File: config.mk
export PLATFORM = sky130hd
export DESIGN_NAME = rsp_s2_dma_outs_mc
export DESIGN_NICKNAME = d
export VERILOG_FILES = /design/src/rtl/rsp_s2_dma_outs_mc.sv
export SDC_FILE = /design/constraint.sdc
export NUM_CORES = 1
export LEC_CHECK = 0
export CAP_MARGIN = 5
export CORE_MARGIN = 2
export CORE_UTILIZATION = 55
export CTS_CLUSTER_DIAMETER = 80
export DETAILED_ROUTE_END_ITERATION = 8
export PLACE_DENSITY = 0.78
export REMOVE_ABC_BUFFERS = 1
export SYNTH_ARGS = -nofsm -noshare
export SYNTH_HDL_FRONTEND = slang
export SYNTH_SLANG_ARGS = --single-unit
File: constraint.sdc
create_clock -name clk -period 11.5 [get_ports clk]
set_input_delay 3.45 -clock clk [delete_from_list [all_inputs] [get_ports clk]]
set_output_delay 3.45 -clock clk [all_outputs]
set_load 0.02 [all_outputs]
File: src/rtl/rsp_s2_dma_outs_mc.sv
// rsp_s2_dma_outs_mc: per-channel AXI outstanding tracker with watchdog and sticky protocol errors
module rsp_s2_dma_outs_mc #(
   parameter int CH_NUM       = 4,
   parameter int CH_BITS      = 2,
   parameter int OUT_BITS     = 8,
   parameter int TIMEOUT_BITS = 24
) (
   input  logic                         clk,
   input  logic                         rst,
   input  logic [TIMEOUT_BITS-1:0]      timeout_cnt,
   input  logic [OUT_BITS-1:0]          outs_max,
   input  logic                         timeout_en,
   input  logic                         cmd,
   input  logic [CH_BITS-1:0]           cmd_ch,
   input  logic                         clr,
   input  logic [CH_BITS-1:0]           clr_ch,
   input  logic                         err_clr,
   output logic [CH_NUM*OUT_BITS-1:0]   outs,
   output logic [CH_NUM-1:0]            outs_empty,
   output logic [CH_NUM-1:0]            outs_full,
   output logic                         all_empty,
   output logic [CH_NUM-1:0]            timeout,
   output logic                         ovf_err,
   output logic                         udf_err,
   output logic [CH_BITS-1:0]           err_ch
);
   logic [CH_NUM-1:0][OUT_BITS-1:0] cnt;
   logic [TIMEOUT_BITS-1:0]         tmr [CH_NUM];
   logic [CH_NUM-1:0]               hit_cmd, hit_clr;
   logic                            ovf_ev, udf_ev;

   assign outs      = cnt;
   assign all_empty = &outs_empty;

   // decode events per channel; out-of-range channels match nothing and are dropped
   always_comb begin
      hit_cmd    = '0;
      hit_clr    = '0;
      outs_empty = '0;
      outs_full  = '0;
      ovf_ev     = 1'b0;
      udf_ev     = 1'b0;
      for (int i = 0; i < CH_NUM; i++) begin
         hit_cmd[i]    = cmd && (cmd_ch == CH_BITS'(i));
         hit_clr[i]    = clr && (clr_ch == CH_BITS'(i));
         outs_empty[i] = cnt[i] == '0;
         outs_full[i]  = cnt[i] >= outs_max;
         ovf_ev        = ovf_ev | (hit_cmd[i] && !hit_clr[i] && outs_full[i]);
         udf_ev        = udf_ev | (hit_clr[i] && !hit_cmd[i] && outs_empty[i]);
      end
   end

   // counters, watchdogs and sticky error capture
   always_ff @(posedge clk) begin
      if (rst) begin
         cnt     <= '0;
         timeout <= '0;
         ovf_err <= 1'b0;
         udf_err <= 1'b0;
         err_ch  <= '0;
         for (int i = 0; i < CH_NUM; i++) tmr[i] <= timeout_cnt;
      end else begin
         for (int i = 0; i < CH_NUM; i++) begin
            if (hit_cmd[i] && !hit_clr[i] && cnt[i] != '1)
               cnt[i] <= cnt[i] + OUT_BITS'(1);
            else if (hit_clr[i] && !hit_cmd[i] && !outs_empty[i])
               cnt[i] <= cnt[i] - OUT_BITS'(1);
            tmr[i] <= (hit_clr[i] || outs_empty[i] || !timeout_en) ? timeout_cnt :
                      (tmr[i] == '0) ? tmr[i] : tmr[i] - TIMEOUT_BITS'(1);
            timeout[i] <= hit_clr[i] ? 1'b0 :
                          timeout[i] | (tmr[i] == '0 && !outs_empty[i] && timeout_en);
         end
         if (err_clr) begin
            ovf_err <= ovf_ev;
            udf_err <= udf_ev;
            err_ch  <= ovf_ev ? cmd_ch : udf_ev ? clr_ch : '0;
         end else begin
            ovf_err <= ovf_err | ovf_ev;
            udf_err <= udf_err | udf_ev;
            if (!ovf_err && !udf_err && (ovf_ev || udf_ev))
               err_ch <= ovf_ev ? cmd_ch : clr_ch;
         end
      end
   end
endmodule

After elaboration in Yosys (flattened, before gate mapping):

Memory sizes are Yosys's and may differ from the RTL's.
Cells that the tools add are included.

* flip-flop bits (word level): 40
* latch bits: 0
* bits in writable memories: 96
* memory bits (read-only): 0
* input port bits: 42
* output and inout port bits: 49
* logic and storage cells: 170
* memories: 1

* $add $sub $neg: 12
* multiply operators: 0
* div/mod/pow operators: 0
* magnitude comparators: 4
* eq/ne operators: 10
* shift operators: 0
* multiplexer cells: 30
* bitwise gates (word level): 16
* reduce and logical (&&, ||, !) cells: 86

Memory list
* tmr: depth 4, bits a word 24, read ports 4, clocked after Yosys merged registers in 0, wr ports 4, line 28 `logic [TIMEOUT_BITS-1:0] tmr [CH_NUM];`

Operator list (count)
* two-way mux 24 bit: 12
* zero test 24 bit: 4
* subtractor 24 x 1 -> 24 bit, second input constant: 4
* two-way mux 8 bit: 8
* logical AND 1 bit: 42
* adder 8 x 1 -> 8 bit, second input constant: 4
* greater-or-equal comparator 8 bit: 4
* zero test 8 bit: 4
* != test 8 bit, second input constant: 4
* subtractor 8 x 1 -> 8 bit, second input constant: 4
* bitwise OR 1 bit: 16
* zero test 1 bit: 15
* two-way mux 2 bit: 5
* nonzero test 2 bit: 5
* logical OR 1 bit: 9
* equality test 2 bit, second input constant: 4
* OR reduction 2 bit: 4
* two-way mux 1 bit: 5
* equality test 2 x 1 -> 1 bit, second input constant: 2
* zero test 2 bit: 2
* AND reduction 4 bit: 1

Depth between registers and ports, before layout:

* word-level depth: 12
* gate-level depth with buffers: 11
* depth with buffers taken out: 11

Worst setup path after synthesis:

Ideal clock, no wire load.

* path type: input port to output port
* start point: input port outs_max[0]
* end point: output port outs_full[1]
* arrival: 4662 ps
* required time: 8050 ps
* setup slack: 3388 ps
* stages: 5
* buffers on the path: 0
* cell sequence: ha_1 nand2b_1 a2111oi_0 nor3_1 or2_2

* longest elaborated chain between the ends: 1

Ends and longest elaborated chain
* from (decl): line 11 `input logic [OUT_BITS-1:0] outs_max,`
* greater-or-equal comparator 8 bit: line 47 `outs_full[i] = cnt[i] >= outs_max;`
* to (decl): line 20 `output logic [CH_NUM-1:0] outs_full,`

No other way between the ends.

Final worst setup path:

Same ends and word-level chain as after synthesis.

==> metrics.csv <==
stage;metric;value;unit
route;routed vias;7462;
min_path;hold crit path type;register to register;
global_routing;M1 GR Usage;0.338;
logic_synthesis;Seq/Total Area, Yosys;0.415;
setup_path;cell family with most CP delay;buffers and inverters;
route;Routed WL;22000;µm
floorplan;Die Y;131;µm
clock_network;TritonCTS Buffers;17;
sta;Slew headroom;0.251;
placed_design;pre-CTS setup slack;2190;ps
placed_design;Cell Count Post-Placement;1249;
setup_path;CP Launch Point;outs_max[0];
clock_network;Clock Tree Buf Depth;2;
floorplan;Core Area;0.0158;mm²
cells_and_area;most frequent cells in the layout;nor2_1, edfxtp_1, clkdlybuf4s50_1;
sta;Slew @ Worst Pin;1120;ps
sta;endpoints failing hold;0;
cells_and_area;commonest non-fill, non-tap cell in the layout;nor2_1;
clock_network;clk root buf;clkbuf_16;
clock_network;Worst-Skew Late Latency;430;ps
floorplan;Initial Util;0.560;
setup_path;Critical Path AT;5920;ps
logic_synthesis;number of register bits inferred by synthesis;136;
logic_synthesis;Netlist Area Pre-Place;0.00887;mm²
logic_synthesis;synth warn;0;
setup_path;Required @ worst endpoint;8050;ps
sta;Final Max Slew Viols;0;
logic_synthesis;Synth top area share;0.325;
sta;Final min period;9370;ps
global_routing;met3 usage;0.0664;
setup_path;CP max stage delay;580;ps
sta;unrepaired setup endpoints after global routing;false;
pwr;VDD IR max;0.000115;V
logic_synthesis;synth top area cells;edfxtp_1, dfxtp_1, ha_1;
cells_and_area;final cell count without fillers;1281;
sta;clk_skew;8.80;ps
placed_design;PortBufs;90;
global_routing;number of global-route vias before repair;7001;
setup_path;WS Path Type;input port to output pin;
pwr;pwr dens;171;mW/mm²
logic_synthesis;ys flop type;edfxtp_1;
route;WL/cell;17.2;µm
logic_synthesis;Distinct cells, synth;56;
clock_network;post-CTS setup buffers;0;
clock_network;cts repair resizes;0;
route;DR DRC count;0;
global_routing;GRT met2 Usage;0.440;
setup_path;FF-to-FF Start;outs[9];
min_path;HP Start;timeout[0];
pwr;Total Power;0.00182;W
logic_synthesis;Post-synth EDFFs;96;
global_routing;initial antenna violation count;0;
status;outcome;finished clean;
route;DR pass1 iterations;5;
global_routing;pin count of the biggest net entering global routing;52;
cells_and_area;layout net count;1158;
logic_synthesis;Avg Inst Size Synth;9.24;µm²
setup_path;critical path buffer and inverter count;2;
setup_path;Critical Path End Type;output pin;
setup_path;worst-path cell chain;clkdlybuf4s50_1, ha_1, nand2b_1, a2111oi_0, nor3_1, or2_2, clkdlybuf4s50_1;
route;post-route ant nets;0;
cells_and_area;Area growth syn-to-layout;20.1;%
placed_design;dpl hpwl;15500;µm
placed_design;GP Congestion;0.893;
floorplan;num rows;46;
clock_network;H-Tree Depth;4;
cells_and_area;ratio of cells with drive above 1 in the final layout;0.0526;
clock_network;CTS sink cnt;136;
global_routing;GR Util All Layers;0.263;
cells_and_area;n_diodes;0;
logic_synthesis;cell count after synthesis;960;
sta;fin crit share;0.815;
route;DR iter-0 viols;535;
sta;setup ws final;2130;ps
global_routing;GR peak layer;met2;
sta;final setup vio count;0;
floorplan;io pins;91;
clock_network;CTS tree;done;
logic_synthesis;fraction of registers with async set/reset;0;
run;Max Cap Violations;0;
logic_synthesis;Synth area leader;edfxtp_1;
sta;Setup TNS Final;0;ps
floorplan;Die X;131;µm
setup_path;crit path max fanout;4;
floorplan;Die ar.;0.0172;mm²
sta;Max Freq;107;MHz
sta;Hold Slack;485;ps
setup_path;cell mode on critical path;clkdlybuf4s50_1;
setup_path;Crit-path slowest cell;clkdlybuf4s50_1;
clock_network;hold_buf cts;0;
pwr;leakage power;4.04;nW
route;drt via density;5.83;
clock_network;clock-pin slew on the worst setup and hold paths;60;ps
global_routing;global-route wire length before repair;35100;µm
global_routing;grt total ovfl;0;
setup_path;Critical Path Start Type;input port;
==> worst paths after layout <==
check / end / cells after the start / slack, ps
worst max-delay path: outs_full[1] / 7 / 2130
worst min-delay path: timeout[0] / 2 / 480
worst min register to register: timeout[0] / 2 / 480
worst max register to register: outs[15] / 10 / 8060
==> cell usage after synthesis, types with 2 or more instances <==
library cell and n:
o41ai_1 2, a221oi_1 3, edfxtp_1 96, o21a_1 3, inv_1 35, fa_1 4, nor3b_1 4, or4_1 13
nor3_1 41, o22ai_1 4, nand3b_1 8, nand2_1 89, o21bai_1 8, and3_1 2, nor4_1 29, nand2b_1 17
or3_1 11, dfxtp_1 40, mux2i_1 18, o21ai_1 3, nor2b_1 2, a21o_1 8, and2_1 2, a21oi_1 74
or4_4 2, a211oi_1 7, clkbuf_1 22, o31ai_1 3, xor2_1 19, xnor2_1 83, or2_2 6, nand3_1 18
o21ai_0 56, and3b_1 5, a31oi_1 9, nor2_1 115, ha_1 60, nand4_1 13, a2111oi_0 7, nor4_2 2
buf_1 2
==> sequential cells by signal, summed over array words and instances, names as in the netlist <==
name,count
ovf_err,1
outs,32
timeout,4
err_ch,2
tmr,96
udf_err,1
==> worst register-to-register path: stages (launching register included) <==
cell and delay, ps:
dfxtp_1 520, nand4_1 130, o21ai_0 880, ha_1 390
a21o_1 170, a21oi_1 240, o21bai_1 130, a2111o_1 440
and3b_1 190, o21a_1 170, nor3_1 120
==> power by group <==
group	switching [W]	internal (W)	total, W
Sequential	0.0000962	0.000616	0.000712
Clock	0.000213	0.000379	0.000592
Combinational	0.000275	0.000238	0.000512
Total	0.000584	0.00123	0.00182
==> kinds of logic (layout without fill, tap and decap cells) <==
family                   count (synthesis)  count (layout)  share of synthesized area
XOR/XNOR                               102             102                      0.101
flip-flops                             136             136                      0.415
buffers and inverters                   60             165                     0.0258
multiplexers                            18              18                     0.0203
AND/OR/NAND/NOR                        385             385                      0.216
AO/OA/AOI/OAI                          195             195                      0.129
adder cells (fa/ha/maj)                 64              64                     0.0937
==> metrics by stage <==
stage / util / instance area (µm²)
4_1_cts: 0.673 / 10700
3_5_place_dp: 0.633 / 10000
2_1_floorplan: - / 8770
5_1_grt: 0.673 / 10700
3_3_place_gp: 0.633 / 10000
6_report: 0.673 / 10700
==> metal layers <==
layer	wire, µm	up-vias
met5	0	-
met4	381	0
met3	1500	34
met2	10600	236
met1	9540	3496
li1	-	3696
==> layout make-up <==
type,count,area [µm²]
multi-input cells,764,4970
flip-flops and latches,136,3680
well taps,216,270
clock inverters,12,171
inverters,35,131
fillers,1222,5170
repair buffers,98,961
clock buffers,20,467
No activity file was read; power rests on OpenSTA's default activity.
